## src/rtl/core_defines_pkg.sv

```systemverilog
// Shared core-wide constants and types for the fetch path.
package core_defines;

  localparam int unsigned XLEN     = 32;
  localparam int unsigned FQ_DEPTH = 4;
  localparam logic [XLEN-1:0] NOP  = 32'h0000_0013;

  typedef struct packed {
    logic [XLEN-1:0] pc;
    logic [XLEN-1:0] instr;
  } fq_entry_t;

  typedef enum logic [1:0] {
    ACK_NONE,
    ACK_STALE,
    ACK_LIVE,
    ACK_SPURIOUS
  } ack_kind_e;

  // Stale drops take precedence over live completions: acks return in order.
  function automatic ack_kind_e classify_ack(input logic ack, input logic stale_pending,
                                             input logic live_pending);
    if (!ack)               return ACK_NONE;
    else if (stale_pending) return ACK_STALE;
    else if (live_pending)  return ACK_LIVE;
    else                    return ACK_SPURIOUS;
  endfunction

endpackage

```

## src/rtl/core_sync_fifo.sv

```systemverilog
// Synchronous FIFO with counter-based full/empty and a synchronous clear.
module core_sync_fifo #(
  parameter int unsigned WIDTH = 32,
  parameter int unsigned DEPTH = 4
) (
  input  logic                         clk,
  input  logic                         rst,
  input  logic                         clr,
  input  logic                         push,
  input  logic [WIDTH-1:0]             din,
  input  logic                         pop,
  output logic [WIDTH-1:0]             dout,
  output logic                         full,
  output logic                         empty,
  output logic [$clog2(DEPTH+1)-1:0]   count
);

  localparam int unsigned PTR_W = $clog2(DEPTH);
  localparam int unsigned CNT_W = $clog2(DEPTH+1);

  logic [WIDTH-1:0] mem [DEPTH];
  logic [PTR_W-1:0] wr_ptr, rd_ptr;
  logic [CNT_W-1:0] cnt;
  logic             do_pop;

  assign do_pop = pop && !empty;
  assign full   = (cnt == CNT_W'(DEPTH));
  assign empty  = (cnt == '0);
  assign count  = cnt;
  // Head reads as zero when empty so downstream sees clean outputs.
  assign dout   = empty ? '0 : mem[rd_ptr];

  always_ff @(posedge clk or posedge rst) begin
    if (rst) begin
      wr_ptr <= '0;
      rd_ptr <= '0;
      cnt    <= '0;
    end else if (clr) begin
      wr_ptr <= '0;
      rd_ptr <= '0;
      cnt    <= '0;
    end else begin
      if (push)   wr_ptr <= wr_ptr + PTR_W'(1);
      if (do_pop) rd_ptr <= rd_ptr + PTR_W'(1);
      case ({push, do_pop})
        2'b10:   cnt <= cnt + CNT_W'(1);
        2'b01:   cnt <= cnt - CNT_W'(1);
        default: cnt <= cnt;
      endcase
    end
  end

  always_ff @(posedge clk) begin
    if (push && !clr) mem[wr_ptr] <= din;
  end

  a_no_overflow: assert property (@(posedge clk) disable iff (rst) !(push && full && !pop));

endmodule

```

## src/rtl/core_fetch_queue.sv

```systemverilog
// Fetch queue: pairs in-order L1I acks with request PCs and buffers {pc, instr} for decode.
module core_fetch_queue
  import core_defines::*;
#(
  parameter int unsigned DEPTH = FQ_DEPTH,
  parameter int unsigned CNT_W = $clog2(DEPTH+1)
) (
  input  logic            clk,
  input  logic            rst,
  input  logic            fq_req_val,
  input  logic [XLEN-1:0] fq_req_addr,
  output logic            fq_req_rdy,
  input  logic            fq_flush,
  output logic            l1i_req_val,
  output logic [XLEN-1:0] l1i_req_addr,
  input  logic            l1i_ack,
  input  logic [XLEN-1:0] l1i_ack_rdata,
  output logic            fq_inst_val,
  output logic [XLEN-1:0] fq_inst,
  output logic [XLEN-1:0] fq_inst_pc,
  input  logic            fq_inst_rdy,
  output logic            fq_err
);

  localparam int unsigned SUM_W = CNT_W + 2;

  logic [CNT_W-1:0] out_cnt, q_cnt, stale_cnt;
  logic [SUM_W-1:0] credit_sum;
  logic             req_fire, ack_used;
  logic             pc_full, pc_empty, dq_full, dq_empty;
  logic [XLEN-1:0]  pc_head;
  fq_entry_t        push_entry, head_entry;
  ack_kind_e        ack_kind;

  assign credit_sum = {2'b00, out_cnt} + {2'b00, q_cnt} + {2'b00, stale_cnt};
  assign fq_req_rdy = !rst && !fq_flush && (credit_sum < SUM_W'(DEPTH));
  assign req_fire   = fq_req_val && fq_req_rdy;

  assign l1i_req_val  = req_fire;
  assign l1i_req_addr = req_fire ? fq_req_addr : '0;

  assign ack_kind = classify_ack(l1i_ack, stale_cnt != '0, !pc_empty);
  assign ack_used = (ack_kind == ACK_STALE) || (ack_kind == ACK_LIVE);

  assign push_entry = '{pc: pc_head, instr: l1i_ack_rdata};

  core_sync_fifo #(.WIDTH(XLEN), .DEPTH(DEPTH)) u_pc_fifo (
    .clk   (clk),
    .rst   (rst),
    .clr   (fq_flush),
    .push  (req_fire),
    .din   (fq_req_addr),
    .pop   (ack_kind == ACK_LIVE && !fq_flush),
    .dout  (pc_head),
    .full  (pc_full),
    .empty (pc_empty),
    .count (out_cnt)
  );

  core_sync_fifo #(.WIDTH($bits(fq_entry_t)), .DEPTH(DEPTH)) u_data_fifo (
    .clk   (clk),
    .rst   (rst),
    .clr   (fq_flush),
    .push  (ack_kind == ACK_LIVE && !fq_flush),
    .din   (push_entry),
    .pop   (fq_inst_val && fq_inst_rdy && !fq_flush),
    .dout  (head_entry),
    .full  (dq_full),
    .empty (dq_empty),
    .count (q_cnt)
  );

  assign fq_inst_val = !dq_empty;
  assign fq_inst     = head_entry.instr;
  assign fq_inst_pc  = head_entry.pc;

  // On flush every live request becomes stale; an ack landing in the same cycle retires one of them.
  always_ff @(posedge clk or posedge rst) begin
    if (rst) begin
      stale_cnt <= '0;
      fq_err    <= 1'b0;
    end else begin
      if (ack_kind == ACK_SPURIOUS) fq_err <= 1'b1;
      if (fq_flush)
        stale_cnt <= stale_cnt + out_cnt - {{(CNT_W-1){1'b0}}, ack_used};
      else if (ack_kind == ACK_STALE)
        stale_cnt <= stale_cnt - CNT_W'(1);
    end
  end

  a_credit: assert property (@(posedge clk) disable iff (rst) credit_sum <= SUM_W'(DEPTH));
  a_pc_room: assert property (@(posedge clk) disable iff (rst) !(req_fire && pc_full));
  a_dq_room: assert property (@(posedge clk) disable iff (rst)
                              !(ack_kind == ACK_LIVE && !fq_flush && dq_full && !(fq_inst_val && fq_inst_rdy)));

endmodule

```

## config.mk

```make
export PLATFORM = sky130hd
export DESIGN_NAME = core_fetch_queue
export DESIGN_NICKNAME = d
export VERILOG_FILES = /design/src/rtl/core_defines_pkg.sv /design/src/rtl/core_sync_fifo.sv /design/src/rtl/core_fetch_queue.sv
export SDC_FILE = /design/constraint.sdc
export NUM_CORES = 1
export LEC_CHECK = 0
export ABC_AREA = 1
export CAP_MARGIN = 20
export CORE_UTILIZATION = 60
export CTS_BUF_LIST = sky130_fd_sc_hd__clkbuf_4 sky130_fd_sc_hd__clkbuf_8 sky130_fd_sc_hd__clkbuf_16
export CTS_CLUSTER_DIAMETER = 150
export DETAILED_ROUTE_END_ITERATION = 8
export PLACE_DENSITY_LB_ADDON = 0.25
export SYNTH_ARGS = -nofsm -noshare
export SYNTH_HDL_FRONTEND = slang
export SYNTH_SLANG_ARGS = --single-unit
```

## constraint.sdc

```tcl
create_clock -name clk -period 10.3 [get_ports clk]
set_input_delay 3.09 -clock clk [delete_from_list [all_inputs] [get_ports clk]]
set_output_delay 3.09 -clock clk [all_outputs]
set_load 0.005 [all_outputs]
```

Word level (Yosys, flattened, before mapping)
Memories as Yosys holds them, arrays and structs flattened.
Index checks and enable logic that the tools add are counted.

word-level totals
  register bits = 18
  word-level logic and storage cells = 80
  bits in writable memories = 384
  input bits = 70
  memories kept = 2

operators by class
  multiplexer cells = 24
  reductions and logical operators = 25
  $add $sub $neg = 13
  magnitude comparators = 1
  equality and inequality tests = 7

memory list
  name             depth  bits a word  rd ports  clocked after memory_dff  write ports  RTL line              text
  u_data_fifo.mem  4      64           1         0                         1            core_sync_fifo.sv:21  logic [WIDTH-1:0] mem [DEPTH];
  u_pc_fifo.mem    4      32           1         0                         1            core_sync_fifo.sv:21

operators with widths
  cell                                                                          number
  32-bit two-way mux                                                            2
  64-bit two-way mux                                                            1
  2-bit two-way mux                                                             10
  3-bit two-way mux                                                             4
  3-bit case mux with 2 select lines                                            2
  1-bit logical AND                                                             10
  2-bit nonzero test                                                            5
  3-bit nonzero test                                                            3
  3-bit by 1-bit subtractor with 3-bit output, second input constant            3
  2-bit by 1-bit adder with 2-bit output, second input constant                 4
  2-bit == test, second input constant                                          4
  3-bit by 1-bit adder with 3-bit output, second input constant                 2
  2-bit by 1-bit == test with 1-bit output, second input constant               3
  3-bit zero test                                                               2
  4-bit by 3-bit adder with 5-bit output                                        1
  5-bit by 3-bit less-than comparator with 1-bit output, second input constant  1
  1-bit two-way mux                                                             5
  3-bit by 3-bit adder with 4-bit output                                        1
  1-bit zero test                                                               4
  3-bit adder                                                                   1
  3-bit by 1-bit subtractor with 3-bit output                                   1
  1-bit logical OR                                                              1

Logic depth before layout (Yosys ltp)
Gate-level depths: netlist of the first run.

  depth in word-level cells = 10
  depth in mapped cells = 17

By module
A second synthesis of the first run with hierarchy kept.

second synthesis, totals
  cell total of the unflattened synthesis = 1416
  area total of the unflattened synthesis = 16732.3 µm²

modules (own cells, without submodules)
  module                        area each (µm²)  cells an instance  times used  sequential area each (µm²)
  core_sync_fifo (u_data_fifo)  10411.2          821                1           7862.5
  core_sync_fifo (u_pc_fifo)    5422.7           444                1           4018.9
  core_fetch_queue              898.4            151                1           100.1

Least setup slack after synthesis of the first run
No wires, ideal clock.

  path kind = input port to output port
  from = input port rst
  to = output port l1i_req_addr[21]
  arrival = 4.302 ns
  path slack = 2.908 ns
  buffers on the path = 2
  required time = 7.210 ns
  stages = 7
  path through = inv_1 > nand3_2 > nor2_4 > nand3_2 > buf_6 > buf_8 > nor2_4

between the ends
  cells in the longest elaborated chain, start to end = 5

RTL lines
  item                             RTL line                text
  start: declaration               core_fetch_queue.sv:9   input logic rst,
  1-bit zero test (no line)        n/a
  1-bit logical AND (2 in series)  core_fetch_queue.sv:36  assign fq_req_rdy = !rst && !fq_flush && (credit_sum < SUM_W'(DEPTH));
  1-bit logical AND                core_fetch_queue.sv:37  assign req_fire = fq_req_val && fq_req_rdy;
  32-bit two-way mux               core_fetch_queue.sv:40  assign l1i_req_addr = req_fire ? fq_req_addr : '0;
  end: declaration                 core_fetch_queue.sv:15  output logic [XLEN-1:0] l1i_req_addr,

Every way passes these cells.

Worst setup path in the final report of the first run
  from = input port fq_flush
  to = output port l1i_req_addr[31]

between the ends
  cells in the longest elaborated chain, start to end = 5

RTL lines
  item                             RTL line                text
  start: declaration               core_fetch_queue.sv:13  input logic fq_flush,
  1-bit zero test                  core_fetch_queue.sv:36
  1-bit logical AND (2 in series)  core_fetch_queue.sv:36
  1-bit logical AND                core_fetch_queue.sv:37
  32-bit two-way mux               core_fetch_queue.sv:40

Every way passes these cells.

==> results of run 1 <==
## cells by family (layout without fill, tap and decap cells)
group                    count (synthesis)  count (layout)  synth area share
buffers and inverters                  153             337           0.03929
AO/OA/AOI/OAI                          311             311           0.09441
flip-flops                             402             402            0.7221
adder cells (fa/ha/maj)                 22              22           0.01930
AND/OR/NAND/NOR                        483             483            0.1222
XOR/XNOR                                 5               5          0.002640
## Yosys cell counts (2+ instances only)
| cell | count | area (um2) |
|---|---|---|
| a21oi_1 | 100 | 500.5 |
| buf_1 | 19 | 71.32 |
| buf_2 | 29 | 145.1 |
| buf_6 | 4 | 45.04 |
| clkbuf_1 | 25 | 93.84 |
| clkinv_1 | 2 | 7.510 |
| dfrtp_1 | 18 | 450.4 |
| edfxtp_1 | 384 | 11530 |
| fa_1 | 6 | 120.1 |
| ha_1 | 16 | 200.2 |
| inv_1 | 65 | 244.0 |
| inv_2 | 8 | 30.03 |
| nand2_1 | 32 | 120.1 |
| nand2_2 | 4 | 25.02 |
| nand3_1 | 6 | 30.03 |
| nand3_2 | 4 | 40.04 |
| nor2_1 | 398 | 1494 |
| nor2_2 | 20 | 125.1 |
| nor2_4 | 14 | 157.7 |
| o21ai_0 | 190 | 950.9 |
| o21ai_1 | 18 | 90.09 |
| xnor2_1 | 2 | 17.52 |
| xor2_1 | 3 | 26.28 |
## cell type report
type                            instances  area, um2  share of cell area
Sequential cell                       402      11990              0.6055
Multi-Input combinational cell        821       4005              0.2023
Timing Repair Buffer                  189       1842             0.09304
Clock buffer                           57       1146             0.05789
Tap cell                              341      426.7             0.02155
Inverter                               75      282.8             0.01428
Clock inverter                         16      106.4            0.005372
## per-stage QoR
stage,hold slack (ns),cells
after global routing,0.4798,1901
after CTS,0.4586,1901
after detailed placement,0.4444,1828
final,0.4550,1901
after floorplan,0.4510,1376
after global placement,0.4358,1828
## cell usage in the layout, fill, tap and decap left out, drive strengths merged, types with 2 or more instances in the layout
master,synthesis,layout
nor2,432,432
edfxtp,384,384
o21ai,208,208
clkdlybuf4s50,0,169
a21oi,101,101
inv,73,74
clkbuf,25,57
nand2,36,36
buf,53,20
dfrtp,18,18
ha,16,16
clkinv,2,15
nand3,10,10
fa,6,6
xor2,3,3
xnor2,2,2
nor3,2,2
## worst reg2reg max path, cell delays in order, from the launching register on
cell	delay, ns
dfrtp_1	0.44
inv_1	0.10
fa_1	0.48
a21oi_1	0.17
fa_1	0.49
nor2_4	0.10
nand3_2	0.09
nor2_4	0.12
nand3_2	0.07
buf_4	0.32
nand2_2	0.23
inv_1	0.07
fa_1	0.37
xnor2_1	0.19
inv_1	0.05
nand2_1	0.07
nand2_1	0.05
nand2_1	0.07
nand2_1	0.05
## registers in the layout, indices dropped and copies added (netlist names)
name                count
stale_cnt               3
u_data_fifo.count       3
u_data_fifo.mem       256
u_data_fifo.wr_ptr      2
u_pc_fifo.mem         128
fq_err                  1
u_pc_fifo.wr_ptr        2
u_data_fifo.rd_ptr      2
u_pc_fifo.count         3
u_pc_fifo.rd_ptr        2
## per-layer routing
layer,GRT usage,share of wire,vias up
met4,0.08458,0.021,0
met2,0.3969,0.49,433
li1,-,-,5058
met5,0,0,-
met3,0.03173,0.076,54
met1,0.3268,0.42,5093
## power groups by stage
stage	clock network (mW)	registers (mW)	logic [mW]
6_report	1.37	1.90	1.08
3_5_place_dp	0	1.94	1.07
2_1_floorplan	0	1.91	0.572
4_1_cts	1.38	1.90	1.08
3_3_place_gp	0	1.94	1.05
5_1_grt	1.44	1.91	1.18
## worst paths after layout
kind | from | endpoint
max in group asynchronous | rst | u_data_fifo.rd_ptr[0]$_DFFE_PP0P_
min in group asynchronous | rst | u_data_fifo.count[0]$_DFFE_PP0P_
max reg2reg | u_data_fifo.count[1]$_DFFE_PP0P_ | u_pc_fifo.count[2]$_DFFE_PP0P_
max | fq_flush | l1i_req_addr[31]
min reg2reg | fq_err$_DFFE_PP0N_ | fq_err$_DFFE_PP0N_
min | fq_err$_DFFE_PP0N_ | fq_err$_DFFE_PP0N_
==> results.json, run 1 <==
{
  "status": "complete, no violations",
  "cell_internal_pwr_mw": 3.137,
  "worstMarginPinSlew_ns": 1.028,
  "cts_tree": "yes",
  "depth_of_the_cts_h_tree": 2,
  "initial_utilization": 0.6139,
  "vias": 10640,
  "power.combinational.fraction": 0.248,
  "ys_seq_elements": 402,
  "slew_headroom": 0.3129,
  "timing.critical_path.required_ns": 7.21,
  "r2r.worst_path.cells": 18,
  "synth_warnings": 0,
  "via_per_inst": 5.596,
  "final.fill_count": 1762,
  "drtAntennaViolNets": 0,
  "placeableCoreArea_um2": 27030,
  "cells_after_synth": 1376,
  "area_delta_synth_final_pct": 19.31,
  "cts.path.max_buffers": 3,
  "number_of_global_route_vias_before_repair": 10260,
  "cp_data_arrival_time_ns": 5.30,
  "final-max-slew-violation-count": 0,
  "ff2ff_setup_slack_ns": 6.67,
  "post_cts.repair.setup_buffers": 0,
  "fmax_mhz": 119.2,
  "setup_viol": 0,
  "clk-insertion-delay-late_ns": 0.53,
  "critical_path.cell_chain": "clkdlybuf4s50_1 -> nor2_4 -> nand3_2 -> nor2_4 -> nand3_2 -> buf_4 -> nor2_1 -> clkdlybuf4s50_1",
  "synth_enable_flop_cells": 384,
  "min_path_cells": 1,
  "synth.cell_area_um2": 16590,
  "switching_power_of_the_nets_mw": 1.216,
  "layout_worst_path_cycle_share": 0.8145,
  "post_cts_hold_buffer_count": 0,
  "numCtsBuffers": 40,
  "skew_ns": 0.01189,
  "ys_dominant_reg_cell": "edfxtp_1",
  "final_period_minus_worst_setup_slack_ns": 8.389,
  "asyncSetResetFlopFracSynth": 0.04478,
  "post_synth.cell_area_avg_um2": 12.06,
  "totalPowerFinal_mw": 4.353,
  "finalCoreUtilization": 0.7325,
  "timing.setup.critical_path_class": "in2out",
  "detailedPlace.worstSlack_ns": 1.890,
  "fp-row-count": 60,
  "grt_first_pass_wirelength_um": 52320,
  "globalRouteTotalUtil": 0.2386,
  "leakage_nw": 6.944,
  "nets": 1621,
  "detailedPlacementHpwl_um": 18180,
  "remaining_drc_errors": 0,
  "mappedNetlistNets": 1468,
  "worstPathMaxFanout": 40,
  "number_of_antenna_violations_at_the_first_check_in_global_routing": 0,
  "avgRoutedWirePerCell_um": 17.69,
  "irDropWorstVdd_v": 0.0001617,
  "place.gp.congestion": 0.8095,
  "worst_path_dominant_cell_family": "buffers and inverters",
  "layout.cell_area.non_filler_um2": 19800,
  "crit_path_buffers_inverters": 3,
  "post_route_cells_drive_above_1_share": 0.09615,
  "endpoint_kind": "primary output",
  "clk_pin_slew_worst_paths_ns": 0.06,
  "cpMaxStageDelayCell": "clkdlybuf4s50_1",
  "path_depth": 8,
  "finalHoldViolCount": 0,
  "die_height_um": 168.3,
  "horizontal_die_dimension_um": 168.3,
  "sum_of_overflow_across_all_layers_after_global_routing": 0,
  "min-delay-path-class": "reg2reg",
  "postLayoutSetupSlackWorst_ns": 1.911,
  "yosysSeqAreaShare": 0.7221,
  "cts_root_buffer": "clkbuf_16",
  "drt_iter0_markers": 1072,
  "fin_setup_tns_ns": 0,
  "sw_frac_of_total": 0.2794,
  "rsz0062_at_grt": "no",
  "pwr_density_cell_nw_per_um2": 219.9,
  "routed_wl_um": 33640,
  "cts_resized": 0,
  "maxCapViolCount": 0,
  "die-area_um2": 28320,
  "antenna_cells_inserted": 0,
  "io_buffer_count": 169,
  "io_pins": 170,
  "startpoint_kind_of_the_worst_setup_timing_path": "input port",
  "synth.distinct_cells": 32,
  "maximum_number_of_pins_on_one_net_before_global_route_repair": 91,
  "dr.pass1.iters": 5,
  "largest_stage_delay_on_the_critical_path_ns": 0.77,
  "cts.sinks": 402,
  "power.clock.fraction": 0.315,
  "sequentialPowerShare": 0.437,
  "post_dp_cell_area_um2": 18540
}
(Power assumes the default switching activity.)
==> inputs of run 2 (changes only) <==
--- a/config.mk
+++ b/config.mk
@@ -7,7 +7,7 @@
 export LEC_CHECK = 0
 export ABC_AREA = 1
 export CAP_MARGIN = 20
-export CORE_UTILIZATION = 60
+export CORE_UTILIZATION = 51
 export CTS_BUF_LIST = sky130_fd_sc_hd__clkbuf_4 sky130_fd_sc_hd__clkbuf_8 sky130_fd_sc_hd__clkbuf_16
 export CTS_CLUSTER_DIAMETER = 150
 export DETAILED_ROUTE_END_ITERATION = 8
==> constraint.sdc (replaced) <==
create_clock -name clk -period 7.6 [get_ports clk]
set_input_delay 2.28 -clock clk [delete_from_list [all_inputs] [get_ports clk]]
set_output_delay 2.28 -clock clk [all_outputs]
set_load 0.005 [all_outputs]
==> run 2 against run 1 <==
Compared with the run above:
- cell count increased by 4.9%
- clock-buffer cell count decreased by 8
- global-route usage decreased by 2.8 points
- total power increased by 35%
- hold slack improved by 0.024 ns
- critical path type unchanged
==> results.json, run 2 (synthesized netlist as in run 1, its figures left out) <==
{
  "status": "complete, no violations",
  "dr.pass1.iters": 5,
  "sw_frac_of_total": 0.2836,
  "horizontal_die_dimension_um": 182.4,
  "numCtsBuffers": 41,
  "post_route_cells_drive_above_1_share": 0.09044,
  "postLayoutSetupSlackWorst_ns": 0.7555,
  "vias": 10410,
  "power.combinational.fraction": 0.250,
  "setup_viol": 0,
  "io_buffer_count": 169,
  "cpMaxStageDelayCell": "clkdlybuf4s50_1",
  "final.fill_count": 2402,
  "min-delay-path-class": "reg2reg",
  "power.clock.fraction": 0.311,
  "area_delta_synth_final_pct": 19.94,
  "irDropWorstVdd_v": 0.0001557,
  "most-common-layout-cells": "nor2_1 (390), edfxtp_1 (384), o21ai_0 (190)",
  "globalRouteTotalUtil": 0.2105,
  "post_cts.repair.setup_buffers": 0,
  "maximum_number_of_pins_on_one_net_before_global_route_repair": 84,
  "die-area_um2": 33260,
  "cts_root_buffer": "clkbuf_16",
  "critical_path.endpoint": "l1i_req_addr[0]",
  "layout_worst_path_cycle_share": 0.9006,
  "clk_pin_slew_worst_paths_ns": 0.06,
  "io_pins": 170,
  "remaining_drc_errors": 0,
  "startpoint": "fq_flush",
  "depth_of_the_cts_h_tree": 2,
  "largest_stage_delay_on_the_critical_path_ns": 0.77,
  "placeableCoreArea_um2": 31800,
  "layout_commonest_cell": "nor2_1",
  "timing.setup.critical_path_class": "in2out",
  "timing.critical_path.required_ns": 5.32,
  "ff2ff_setup_slack_ns": 3.80,
  "cts.path.max_buffers": 3,
  "detailedPlace.worstSlack_ns": 0.7471,
  "drt_iter0_markers": 890,
  "antenna_cells_inserted": 0,
  "regToRegStartpoint": "u_pc_fifo.count[1]$_DFFE_PP0P_",
  "cell_internal_pwr_mw": 4.211,
  "reg2reg_end": "u_pc_fifo.mem[1][6]$_DFFE_PP_",
  "die_height_um": 182.4,
  "largestRegisters": "u_data_fifo.mem: 256 flops, u_pc_fifo.mem: 128 flops",
  "fmax_mhz": 146.1,
  "detailedPlacementHpwl_um": 19020,
  "switching_power_of_the_nets_mw": 1.667,
  "critical_path.cell_chain": "clkdlybuf4s50_1 -> nor2_4 -> nand3_2 -> nor2_4 -> nand3_2 -> buf_4 -> nor2_1 -> clkdlybuf4s50_1",
  "cts.sinks": 402,
  "startpoint_kind_of_the_worst_setup_timing_path": "input port",
  "place.gp.congestion": 0.7817,
  "cts_resized": 0,
  "number_of_global_route_vias_before_repair": 10050,
  "routed_wl_um": 34540,
  "skew_ns": 0.01340,
  "fp-row-count": 65,
  "fin_setup_tns_ns": 0,
  "r2r.worst_path.cells": 10,
  "rsz0062_at_grt": "no",
  "largest_register": "u_data_fifo.mem",
  "largest_register_ffs": 256,
  "worstMarginPinSlew_ns": 1.081,
  "via_per_inst": 5.222,
  "worstPathMaxFanout": 37,
  "sum_of_overflow_across_all_layers_after_global_routing": 0,
  "grt_first_pass_wirelength_um": 53940,
  "avgRoutedWirePerCell_um": 17.32,
  "maxCapViolCount": 0,
  "number_of_antenna_violations_at_the_first_check_in_global_routing": 0,
  "cts_tree": "yes",
  "leakage_nw": 6.918,
  "pwr_density_cell_nw_per_um2": 295.4,
  "initial_utilization": 0.5218,
  "sequentialPowerShare": 0.439,
  "final_period_minus_worst_setup_slack_ns": 6.845,
  "post_cts_hold_buffer_count": 0,
  "drtAntennaViolNets": 0,
  "clk-insertion-delay-late_ns": 0.52,
  "nets": 1620,
  "slew_headroom": 0.2775,
  "final-max-slew-violation-count": 0,
  "cp_data_arrival_time_ns": 4.56,
  "finalHoldViolCount": 0,
  "endpoint_kind": "primary output"
}
-- run 2: cell types whose count changed in the layout (fill, tap and decap cells not counted), sizes merged --
cell	previous run	this run
buf	20	18
bufinv	1	0
clkbuf	57	49
clkinv	15	26
inv	74	73
-- run 2: area by class of cell --
type | instances | area, um2 | share of cell area
clock inverter | 25 | 112.6 | 0.005659
clock buffer | 49 | 1121 | 0.05633
tap | 435 | 544.3 | 0.02735
inverter | 75 | 282.8 | 0.01421
sequential | 402 | 11990 | 0.6024
multi-input combinational | 821 | 4025 | 0.2023
timing repair buffer | 187 | 1827 | 0.09180
-- run 2: routing by layer --
metal / GRT usage / vias up / wire length [um]
met4: 0.06588 / 0 / 650
met5: 0 / - / 0
met2: 0.3448 / 328 / 16720
met3: 0.03233 / 46 / 2148
li1: - / 5068 / -
met1: 0.2918 / 4971 / 15020
-- run 2: worst min-delay path by stage --
| stage | startpoint | end | depth (start not counted) |
|---|---|---|---|
| floorplan | fq_err$_DFFE_PP0N_ | fq_err$_DFFE_PP0N_ | 1 |
| global placement | fq_err$_DFFE_PP0N_ | fq_err$_DFFE_PP0N_ | 1 |
| detailed placement | fq_err$_DFFE_PP0N_ | fq_err$_DFFE_PP0N_ | 1 |
| CTS | fq_err$_DFFE_PP0N_ | fq_err$_DFFE_PP0N_ | 1 |
| global route | fq_err$_DFFE_PP0N_ | fq_err$_DFFE_PP0N_ | 1 |
| finish | fq_err$_DFFE_PP0N_ | fq_err$_DFFE_PP0N_ | 1 |
-- run 2: critical path, delay by kind of cell --
kind	cells	cell delay, ns
buf+inv	3	1.85
simple gates	5	0.39
-- run 2: metrics by stage --
step	cell area (um2)	utilization	power [mW]	cells	hold slack (ns)
after CTS	19900	0.6258	5.929	1994	0.4879
after detailed placement	18670	0.5870	4.105	1920	0.4746
after global routing	19900	0.6258	6.155	1994	0.4968
final	19900	0.6258	5.878	1994	0.4792
after floorplan	16590	-	3.359	1376	0.4510
after global placement	18670	0.5870	4.075	1920	0.4600
-- run 2: power groups by stage --
stage / clock, mW / sequential [mW] / combinational [mW]
2_1_floorplan: 0 / 2.58 / 0.775
3_3_place_gp: 0 / 2.62 / 1.45
3_5_place_dp: 0 / 2.63 / 1.48
4_1_cts: 1.86 / 2.58 / 1.49
5_1_grt: 1.95 / 2.59 / 1.62
6_report: 1.83 / 2.58 / 1.47
==> inputs of run 3 (changes only) <==
--- a/config.mk
+++ b/config.mk
@@ -11,6 +11,8 @@
 export CTS_BUF_LIST = sky130_fd_sc_hd__clkbuf_4 sky130_fd_sc_hd__clkbuf_8 sky130_fd_sc_hd__clkbuf_16
 export CTS_CLUSTER_DIAMETER = 150
 export DETAILED_ROUTE_END_ITERATION = 8
+export GPL_TIMING_DRIVEN = 1
+export HOLD_SLACK_MARGIN = 0.15
 export PLACE_DENSITY_LB_ADDON = 0.25
 export SYNTH_ARGS = -nofsm -noshare
 export SYNTH_HDL_FRONTEND = slang
==> results of run 3 <==
Same layout as run 2: the final DEF is identical, and so are final timing and power.
